[src/rtl/multicycle_uc.sv]
// Multi-cycle MIPS control unit: sequences fetch/decode/execute/memory/writeback
// with a ready handshake on the unified memory and a retired-instruction counter.
module multicycle_uc (
    input  logic        clk,
    input  logic        rst,
    input  logic [5:0]  opcode,
    input  logic        zf,
    input  logic        mem_ready,
    output logic        pcWrite,
    output logic        pcWriteCond,
    output logic        iorD,
    output logic        memRead,
    output logic        memWrite,
    output logic        irWrite,
    output logic        memtoReg,
    output logic        regDst,
    output logic        regWrite,
    output logic        aluSrcA,
    output logic [1:0]  aluSrcB,
    output logic [3:0]  aluOp,
    output logic [1:0]  pcSource,
    output logic [3:0]  state,
    output logic        halted,
    output logic [31:0] instr_count
);

    typedef enum logic [3:0] {
        S_FETCH  = 4'd0,
        S_DECODE = 4'd1,
        S_MEMADR = 4'd2,
        S_MEMRD  = 4'd3,
        S_MEMWB  = 4'd4,
        S_MEMWR  = 4'd5,
        S_EXEC   = 4'd6,
        S_RWB    = 4'd7,
        S_BRANCH = 4'd8,
        S_IEXEC  = 4'd9,
        S_IWB    = 4'd10,
        S_JUMP   = 4'd11,
        S_HALT   = 4'd15
    } state_t;

    localparam logic [3:0] ALU_ADD   = 4'b0000;
    localparam logic [3:0] ALU_SUB   = 4'b0001;
    localparam logic [3:0] ALU_FUNCT = 4'b0010;

    state_t      state_q, state_d;
    logic [31:0] instr_count_q, instr_count_d;
    logic        retire;

    // The branch decision is made in the datapath from zf and pcWriteCond.
    logic unused_zf;
    assign unused_zf = zf;

    always_ff @(posedge clk) begin
        if (rst) begin
            state_q       <= S_FETCH;
            instr_count_q <= '0;
        end else begin
            state_q       <= state_d;
            instr_count_q <= instr_count_d;
        end
    end

    always_comb begin
        state_d = state_q;
        retire  = 1'b0;
        case (state_q)
            S_FETCH:  if (mem_ready) state_d = S_DECODE;
            S_DECODE: begin
                case (opcode)
                    6'h00:        state_d = S_EXEC;
                    6'h23, 6'h2B: state_d = S_MEMADR;
                    6'h04:        state_d = S_BRANCH;
                    6'h08:        state_d = S_IEXEC;
                    6'h02:        state_d = S_JUMP;
                    default:      state_d = S_HALT;
                endcase
            end
            S_MEMADR: state_d = (opcode == 6'h23) ? S_MEMRD : S_MEMWR;
            S_MEMRD:  if (mem_ready) state_d = S_MEMWB;
            S_MEMWR: begin
                if (mem_ready) begin
                    state_d = S_FETCH;
                    retire  = 1'b1;
                end
            end
            S_EXEC:   state_d = S_RWB;
            S_IEXEC:  state_d = S_IWB;
            S_MEMWB, S_RWB, S_IWB, S_BRANCH, S_JUMP: begin
                state_d = S_FETCH;
                retire  = 1'b1;
            end
            S_HALT:   state_d = S_HALT;
            default:  state_d = S_FETCH;
        endcase
        instr_count_d = retire ? instr_count_q + 32'd1 : instr_count_q;
    end

    always_comb begin
        pcWrite     = 1'b0;
        pcWriteCond = 1'b0;
        iorD        = 1'b0;
        memRead     = 1'b0;
        memWrite    = 1'b0;
        irWrite     = 1'b0;
        memtoReg    = 1'b0;
        regDst      = 1'b0;
        regWrite    = 1'b0;
        aluSrcA     = 1'b0;
        aluSrcB     = 2'b00;
        aluOp       = ALU_ADD;
        pcSource    = 2'b00;
        halted      = 1'b0;
        case (state_q)
            S_FETCH: begin
                memRead = 1'b1;
                aluSrcB = 2'b01;
                irWrite = mem_ready;
                pcWrite = mem_ready;
            end
            S_DECODE: aluSrcB = 2'b11;
            S_MEMADR, S_IEXEC: begin
                aluSrcA = 1'b1;
                aluSrcB = 2'b10;
            end
            S_MEMRD: begin
                memRead = 1'b1;
                iorD    = 1'b1;
            end
            S_MEMWR: begin
                memWrite = 1'b1;
                iorD     = 1'b1;
            end
            S_MEMWB: begin
                regWrite = 1'b1;
                memtoReg = 1'b1;
            end
            S_EXEC: begin
                aluSrcA = 1'b1;
                aluOp   = ALU_FUNCT;
            end
            S_RWB: begin
                regWrite = 1'b1;
                regDst   = 1'b1;
            end
            S_IWB:    regWrite = 1'b1;
            S_BRANCH: begin
                aluSrcA     = 1'b1;
                aluOp       = ALU_SUB;
                pcWriteCond = 1'b1;
                pcSource    = 2'b01;
            end
            S_JUMP: begin
                pcWrite  = 1'b1;
                pcSource = 2'b10;
            end
            S_HALT:   halted = 1'b1;
            default:  ;
        endcase
        // Architectural writes are blocked for the whole reset cycle, whatever state we are in.
        if (rst) begin
            pcWrite     = 1'b0;
            pcWriteCond = 1'b0;
            irWrite     = 1'b0;
            regWrite    = 1'b0;
            memWrite    = 1'b0;
        end
    end

    assign state       = state_q;
    assign instr_count = instr_count_q;

endmodule

[config.mk]
export PLATFORM = sky130hd
export DESIGN_NAME = multicycle_uc
export DESIGN_NICKNAME = d
export VERILOG_FILES = /design/src/rtl/multicycle_uc.sv
export SDC_FILE = /design/constraint.sdc
export NUM_CORES = 1
export LEC_CHECK = 0
export CORE_MARGIN = 10
export CORE_UTILIZATION = 50
export CTS_CLUSTER_DIAMETER = 150
export DETAILED_ROUTE_END_ITERATION = 10
export GPL_ROUTABILITY_DRIVEN = 1
export HOLD_SLACK_MARGIN = 0.05
export PLACE_DENSITY = 0.82
export SLEW_MARGIN = 30
export SYNTH_ARGS = -nofsm -noshare
export SYNTH_HDL_FRONTEND = slang
export SYNTH_SLANG_ARGS = --single-unit
[constraint.sdc]
create_clock -name clk -period 3.6 [get_ports clk]
set_clock_uncertainty 0.2 [all_clocks]
set_input_delay 0.36 -clock clk [delete_from_list [all_inputs] [get_ports clk]]
set_output_delay 0.36 -clock clk [all_outputs]
set_load 0.1 [all_outputs]
# After elaboration in Yosys (flattened, before gate mapping)
# Cells that the tools add are included.
[word_totals]
inputBits = 10
out_inout_bits = 55
word_cells = 60
regBits = 36
[op_classes]
n_addsub = 1
muxes = 27
n_eq_ne = 20
reduce_logical = 10
[op_table]
columns = ["op", "count"]
rows = [
  ["32-bit by 1-bit adder with 32-bit output (second input constant)", 1],
  ["4-bit one-hot mux with 8 select lines", 1],
  ["4-bit == test (second input constant)", 5],
  ["4-bit one-hot mux with 5 select lines", 1],
  ["4-bit by 3-bit == test with 1-bit output (second input constant)", 4],
  ["1-bit two-way mux", 16],
  ["6-bit == test (second input constant)", 2],
  ["4-bit two-way mux", 3],
  ["4-bit by 2-bit == test with 1-bit output (second input constant)", 2],
  ["2-bit one-hot mux with 2 select lines", 2],
  ["2-bit OR reduction", 4],
  ["6-bit by 2-bit == test with 1-bit output (second input constant)", 1],
  ["6-bit by 3-bit == test with 1-bit output (second input constant)", 1],
  ["6-bit by 4-bit == test with 1-bit output (second input constant)", 1],
  ["6-bit logical NOT", 1],
  ["2-bit != test (second input constant)", 3],
  ["2-bit one-hot mux with 3 select lines", 1],
  ["5-bit OR reduction", 1],
  ["4-bit by 1-bit == test with 1-bit output (second input constant)", 1],
  ["4-bit logical NOT", 1],
  ["1-bit one-hot mux with 2 select lines", 2],
  ["4-bit OR reduction", 1],
  ["3-bit two-way mux", 1],
  ["3-bit AND reduction", 1],
  ["3-bit OR reduction", 1],
]

# Depth between registers and ports, before layout
# Gate-level depths: netlist of run 1.
[logic_depth]
word_depth = 4
mapped_depth = 8
depth_no_buf = 5

# Worst setup path before layout of run 1
# OpenSTA, ideal clock, no wires.
[synth_path]
kind = "flip-flop to output port"
start = "register state_q[3], in the netlist state[3]"
end = "output port pcWriteCond"
path_stages_with_launch = 5
required_time_ps = 3040
n_path_buf = 2
arrival_ps = 4488
slack_ps = -1448
path_cell_list = "dfxtp_1 > buf_2 > clkbuf_1 > nand2b_1 > nor4_1"
[synth_via]
elab_chain_len = 3
[synth_rtl]
columns = ["element", "line", "rtl"]
rows = [
  ["from (decl)", "47", "state_t state_q, state_d;"],
  ["from (signal assigned)", "60", "state_q <= state_d;"],
  ["4-bit == test", "115", "case (state_q)"],
  ["1-bit two-way mux", "115", ""],
  ["1-bit two-way mux", "162", "if (rst) begin"],
  ["to (decl)", "10", "output logic pcWriteCond,"],
]
# No other way between the ends.

# Final worst setup path of run 1
[layout_path]
start = "register state_q[0], in the netlist state[0]"
end = "output port regWrite"
[layout_via]
elab_chain_len = 4
word_cells_on_any_way = 6
classes_between = "eq/ne (3); mux (2); reduce/logical (1)"
[layout_rtl]
columns = ["element", "line", "rtl"]
rows = [
  ["4-bit == test / 4-bit by 3-bit == test with 1-bit output (equally long branches)", "115", ""],
  ["3-bit OR reduction (no source line) *", "n/a", ""],
  ["1-bit two-way mux *", "115", ""],
  ["1-bit two-way mux *", "162", ""],
  ["to (decl)", "17", "output logic regWrite,"],
]
# Mark *: on every way between the ends. The rest lies on a longest branch, timed or not.

==> results of run 1 <==
-- area by class of cell --
type | count | area, um^2 | area share [%]
multi-input cells | 226 | 1410 | 47.8
flip-flops and latches | 36 | 721 | 24.4
inverters | 5 | 18.8 | 0.636
well taps | 52 | 65.1 | 2.21
clock inverters | 1 | 30.0 | 1.02
clock buffers | 7 | 96.3 | 3.27
repair buffers | 66 | 608 | 20.6
-- state kept, by name, summed over array words and instances, names as in the netlist --
signal and flops:
instr_count 32, state 4
-- routing by layer --
metal / track usage, % / up-vias
li1: - / 1170
met4: 5.15 / 0
met2: 27.4 / 54
met1: 19.3 / 1108
met3: 6.47 / 7
met5: 0 / -
-- layout by cell type (no fill, tap or decap), drive strengths merged, types with 3 or more instances in the layout --
cell type / n
nand2b: 7
o31ai: 14
nor2: 31
buf: 26
nand3: 14
or4: 13
o21ai: 12
and3: 5
a21oi: 27
and4: 3
clkdlybuf4s50: 40
inv: 5
clkbuf: 7
or2: 3
or3: 4
dfxtp: 36
nor3: 11
xor2: 4
nand4: 9
a31oi: 3
nand2: 22
nor4: 6
xnor2: 10
-- cell usage after synthesis, types with 3 or more instances --
cell type	count
buf_2	6
o31ai_1	14
nor2_1	31
xor2_1	4
or4_1	13
nand4_1	7
and3_1	5
buf_4	3
nand2b_1	6
nor4_1	6
nand2_1	22
inv_1	5
dfxtp_1	36
xnor2_1	10
a21oi_1	27
buf_1	3
clkbuf_1	12
and4_1	3
nor3_1	11
nand3_1	14
o21ai_0	12
or3_1	4
or2_2	3
a31oi_1	3
-- cells by family (layout without fill, tap and decap cells) --
logic type	Yosys count	after routing
buffers and inverters	30	79
AOI/OAI and AO/OA	72	72
and+or+nand+nor	137	137
adders and majority gates	1	1
other	1	2
xor gates and xnor gates	14	14
DFF	36	36
-- worst min-delay path: cells and delay by family (launching register included) --
family	cells	cell delay (ns)
AOI/OAI and AO/OA	2	0.12
DFF	1	0.33
-- worst max path at each step --
stage          slack [ns]                         from                            to  cells after the start
2_1_floorplan       -0.40        state[3]$_SDFFE_PP0P_                   pcWriteCond                      4
3_3_place_gp         0.85                    mem_ready  instr_count[27]$_SDFFE_PP0P_                      6
3_5_place_dp         0.82                    mem_ready  instr_count[27]$_SDFFE_PP0P_                      6
4_1_cts              0.95        state[0]$_SDFFE_PP0P_                      regWrite                      6
5_1_grt              0.68  instr_count[3]$_SDFFE_PP0P_  instr_count[25]$_SDFFE_PP0P_                      5
6_report             0.93        state[0]$_SDFFE_PP0P_                      regWrite                      6
-- power groups by stage --
stage	Sequential, mW	Combinational, mW	Clock, mW
2_1_floorplan	0.557	0.565	0
3_3_place_gp	0.439	0.836	0
3_5_place_dp	0.440	0.840	0
4_1_cts	0.431	0.842	0.392
5_1_grt	0.433	0.883	0.415
6_report	0.431	0.841	0.386
==> results.json, run 1 <==
{
  "synthCells": 291,
  "clkSlewWorstSetupHoldPaths_ns": 0.07,
  "hold_class": "register to register",
  "ir_worst_vdd_mv": 0.471,
  "max_slew_margin_pct": 34.1,
  "drv_cap": 0,
  "finalCritPeriodShare_pct": 74.1,
  "synth_top_family_by_area": "simple AND/OR/NAND/NOR gates",
  "final_cell_area_um2": 2950,
  "setup_tns_ns": 0,
  "synth-edff-count": 0,
  "synthSimpleGateAreaFrac_pct": 33.8,
  "yosys.area_share.adder_pct": 0.565,
  "min_period_ns": 2.67,
  "drive_gt1_share_pct": 14.7,
  "ctsRootBufferMaster": "clkbuf_8",
  "antenna_found_initial": 0,
  "ys.flop_type": "dfxtp_1",
  "switching_share_pct": 48.3,
  "placed_area_um2": 2820,
  "startpoint_type": "register",
  "ys_async_sr_fraction_pct": 0,
  "htreeDepth": 2,
  "hold_end": "instr_count[31]$_SDFFE_PP0P_",
  "hold_violations": 0,
  "drc": 0,
  "top_layer": "met4",
  "drv_slew": 0,
  "crit_buf_inv": 2,
  "worstMarginPinSlew_ns": 0.985,
  "required_ns": 3.04,
  "post-place-ws_ns": 0.823,
  "seq_power_share_pct": 26.0,
  "reg2regPathDepth": 5,
  "cts_tree": "yes",
  "dp_hpwl_um": 4400,
  "critPathKind": "register to output port",
  "critical_path.max_stage_delay_ns": 0.59,
  "dr.first_iter.drc_count": 176,
  "grt_pass1_wl_um": 10500,
  "synth_top_cell_by_area": "dfxtp_1",
  "cp-end-kind": "output port",
  "cpMaxStageDelayCell": "nor2b_1",
  "overflow": 0,
  "clk_path_buf_depth": 2,
  "min_from": "instr_count[31]$_SDFFE_PP0P_",
  "yosysTopAreaCellShare_pct": 32.5,
  "holdPathStages": 2,
  "intPower_mw": 0.856,
  "port_buffers": 61,
  "grt_pass1_vias": 2183,
  "vias": 2339,
  "clkPwrFrac_pct": 23.3,
  "hold_buffers": 0,
  "final_util_pct": 68.2,
  "met3_length_um": 384,
  "final_cells": 393,
  "area_growth_pct": 33.2,
  "r2r_end": "instr_count[27]$_SDFFE_PP0P_",
  "status": "finished clean",
  "critPathTopFamily": "simple AND/OR/NAND/NOR gates",
  "path_common_cell": "buf_4",
  "worst-r2r-setup-slack_ns": 0.96,
  "dieWidth_um": 86.6,
  "switchingPower_mw": 0.801,
  "grt_max_degree": 24,
  "synth_compound_area_share_pct": 21.1,
  "post_cts_buffers": 0,
  "core_region_area_um2": 4320,
  "wl_per_cell_um": 15.6,
  "nNetsFinal": 351,
  "worstPathArrival_ns": 2.11,
  "numCtsBuffers": 5,
  "synth_area_um2": 2210,
  "hold_ws_ns": 0.295,
  "ios": 65,
  "comb_power_share_pct": 50.7,
  "rows": 24,
  "gp_congestion": 0.824,
  "grt_usage_pct": 16.6,
  "path_cells": "buf_4 > nor2b_1 > nor3_1 > a31oi_1 > nor2_1 > buf_4",
  "clock_sinks": 36,
  "power_density_nw_per_um2": 562,
  "drtAntennaViolNets": 0,
  "leakagePower_nw": 0.964,
  "initial_utilization_pct": 51.2,
  "yosys-top-cells-area": "dfxtp_1, a21oi_1, nor2_1, o31ai_1, or4_1",
  "syn_avg_cell_area_um2": 7.61,
  "synth-xor-area-share_pct": 5.54,
  "die_y_um": 86.6,
  "yosys_register_bits": 36,
  "totalPowerFinal_mw": 1.66,
  "wl_met2_um": 3100,
  "r2r_start": "instr_count[3]$_SDFFE_PP0P_",
  "met1Wirelength_um": 2560,
  "place_inst": 385,
  "synth-seq-area-share_pct": 32.5,
  "cts-resized-gates": 0,
  "yosysWarnings": 0,
  "fin_ws_ns": 0.933,
  "dr.pass1.iters": 4,
  "fillers": 395,
  "timing.fmax_mhz": 375,
  "dieArea_um2": 7490,
  "cp_max_fo": 22,
  "drt_wl_total_um": 6120,
  "rsz0062_at_grt": "no",
  "antenna_cells": 0,
  "ys_types": 49,
  "yosys-mux-area-fraction_pct": 0,
  "worstSkewPairLatency_ns": 0.29,
  "setup_violations": 0,
  "via_per_inst": 5.95
}
Note: power is estimated with default switching activity, not from simulation.
==> inputs of run 2 (changes only) <==
--- a/config.mk
+++ b/config.mk
@@ -6,12 +6,12 @@
 export NUM_CORES = 1
 export LEC_CHECK = 0
 export CORE_MARGIN = 10
-export CORE_UTILIZATION = 50
+export CORE_UTILIZATION = 43
 export CTS_CLUSTER_DIAMETER = 150
 export DETAILED_ROUTE_END_ITERATION = 10
 export GPL_ROUTABILITY_DRIVEN = 1
 export HOLD_SLACK_MARGIN = 0.05
-export PLACE_DENSITY = 0.82
+export PLACE_DENSITY = 0.75
 export SLEW_MARGIN = 30
 export SYNTH_ARGS = -nofsm -noshare
 export SYNTH_HDL_FRONTEND = slang
==> constraint.sdc (replaced) <==
create_clock -name clk -period 2.42 [get_ports clk]
set_clock_uncertainty 0.2 [all_clocks]
set_input_delay 0.242 -clock clk [delete_from_list [all_inputs] [get_ports clk]]
set_output_delay 0.242 -clock clk [all_outputs]
set_load 0.1 [all_outputs]
==> run 2 against run 1 <==
Compared with the run above: first-iteration DRC count down 51%; sequential power rose by 56%; critical path type unchanged; final cell count rose by 6.9%; die area increased by 12%; critical path depth stayed put; setup slack got worse by 0.76 ns; total power is 53% higher; flip-flop and latch count unchanged.
==> results.json, run 2 (synthesis results as in run 1) <==
{
  "dp_hpwl_um": 4620,
  "port_buffers": 61,
  "final_cells": 420,
  "power_density_nw_per_um2": 790,
  "critPathTopFamily": "simple AND/OR/NAND/NOR gates",
  "clk_path_buf_depth": 2,
  "path_cells": "buf_4 > or2_4 > nor3b_2 > a31oi_1 > nor3_4 > buf_12",
  "antenna_found_initial": 0,
  "hold_violations": 0,
  "nNetsFinal": 360,
  "final_common_cell": "buf_4",
  "clock_sinks": 36,
  "hold_end": "instr_count[25]$_SDFFE_PP0P_",
  "hold_buffers": 0,
  "r2r_start": "instr_count[6]$_SDFFE_PP0P_",
  "grt_pass1_wl_um": 10500,
  "rows": 26,
  "overflow": 0,
  "required_ns": 1.98,
  "area_growth_pct": 44.9,
  "worstSkewPairLatency_ns": 0.29,
  "largest_reg_flops": 32,
  "timing.fmax_mhz": 445,
  "crit_buf_inv": 2,
  "finalCritPeriodShare_pct": 92.9,
  "status": "finished clean",
  "reg2regPathDepth": 5,
  "ctsRootBufferMaster": "clkbuf_8",
  "die_y_um": 91.8,
  "place_inst": 412,
  "initial_utilization_pct": 43.9,
  "clkSlewWorstSetupHoldPaths_ns": 0.08,
  "dieWidth_um": 91.8,
  "regArea_um2": 769,
  "via_per_inst": 5.67,
  "hold_ws_ns": 0.289,
  "antenna_cells": 0,
  "ios": 65,
  "htreeDepth": 2,
  "leakagePower_nw": 1.12,
  "worst-r2r-setup-slack_ns": 0.27,
  "cp-end-kind": "output port",
  "cp_max_fo": 20,
  "fillers": 456,
  "min_period_ns": 2.25,
  "final_cell_mix": "buf_4, a21oi_1, dfxtp_2",
  "drive_gt1_share_pct": 37.7,
  "drc": 0,
  "numCtsBuffers": 5,
  "vias": 2381,
  "dieArea_um2": 8420,
  "drt_wl_total_um": 6220,
  "setup_violations": 0,
  "dr.first_iter.drc_count": 86,
  "drv_slew": 0,
  "setup_tns_ns": 0,
  "holdPathStages": 2,
  "drv_cap": 0,
  "gp_congestion": 0.872,
  "critical_path.max_stage_delay_ns": 0.37,
  "core_region_area_um2": 5040,
  "cts_tree": "yes",
  "hold_class": "register to register",
  "drtAntennaViolNets": 0,
  "cts-resized-gates": 0,
  "critPathLaunch": "state[1]$_SDFFE_PP0P_",
  "cpMaxStageDelayCell": "dfxtp_4",
  "multi_input_area_um2": 1500,
  "post_cts_buffers": 0,
  "wl_per_cell_um": 14.8,
  "min_from": "instr_count[25]$_SDFFE_PP0P_",
  "grt_usage_pct": 14.5,
  "worstPathArrival_ns": 1.81,
  "grt_max_degree": 26,
  "rsz0062_at_grt": "no",
  "startpoint_type": "register",
  "ir_worst_vdd_mv": 1.12,
  "grt_pass1_vias": 2155,
  "dr.pass1.iters": 4,
  "critPathKind": "register to output port",
  "r2r_end": "instr_count[18]$_SDFFE_PP0P_"
}
## run 2: cell count changes in the layout (fill, tap and decap cells not counted), moves of 3 or more
cell,previous run,this run
dfxtp_2,0,27
dfxtp_1,36,5
clkdlybuf4s50_1,40,8
buf_4,25,54
nor2_1,29,24
buf_12,1,13
dfxtp_4,0,4
nor2_4,0,3
nor3_2,3,0
nor3_4,1,5
## run 2: layout make-up
type | count | share of cell area (%)
flip-flops and latches | 36 | 24.0
multi-input cells | 226 | 46.7
clock buffers | 5 | 2.15
well taps | 70 | 2.73
inverters | 5 | 0.585
repair buffers | 75 | 23.2
clock inverters | 3 | 0.585
## run 2: stage by stage
stage	setup slack (ns)	total power, mW	area, um^2	utilization [%]
floorplan	-0.0750	1.80	2470	-
global route	0.0524	2.64	3210	63.6
finish	0.171	2.53	3210	63.6
global placement	0.301	2.12	3120	61.9
CTS	0.0936	2.56	3210	63.6
detailed placement	0.261	2.13	3120	61.9
## run 2: worst max-delay path by stage
stage,end,cells after the start
2_1_floorplan,pcSource[0],5
3_3_place_gp,instr_count[27]$_SDFFE_PP0P_,7
3_5_place_dp,instr_count[27]$_SDFFE_PP0P_,7
4_1_cts,pcWrite,6
5_1_grt,pcWrite,6
6_report,pcWrite,6
## run 2: per-layer routing
layer,global-route usage [%],up-vias,wire [um]
met5,0,-,0
met4,4.37,0,68
met3,3.99,9,365
met2,22.8,61,2950
met1,19.0,1119,2830
li1,-,1192,-
## run 2: power breakdown
| group | leakage [nW] | switching [mW] | internal, mW | total, mW |
|---|---|---|---|---|
| combinational | 0.766 | 1.00 | 0.433 | 1.44 |
| sequential | 0.307 | 0.0470 | 0.626 | 0.673 |
| clock | 0.0479 | 0.224 | 0.200 | 0.425 |
| total | 1.12 | 1.27 | 1.26 | 2.53 |
## run 2: tightest hold or removal path: cells and delay by family (launching register included)
kind / cells / cell delay (ns)
AO/OA/AOI/OAI: 2 / 0.11
flip-flops: 1 / 0.34
==> inputs of run 3 (changes only) <==
--- a/config.mk
+++ b/config.mk
@@ -12,7 +12,7 @@
 export GPL_ROUTABILITY_DRIVEN = 1
 export HOLD_SLACK_MARGIN = 0.05
 export PLACE_DENSITY = 0.75
-export SLEW_MARGIN = 30
+export SLEW_MARGIN = 20
 export SYNTH_ARGS = -nofsm -noshare
 export SYNTH_HDL_FRONTEND = slang
 export SYNTH_SLANG_ARGS = --single-unit
==> results of run 3 <==
Final layout, timing and power as in run 2 (identical DEF).
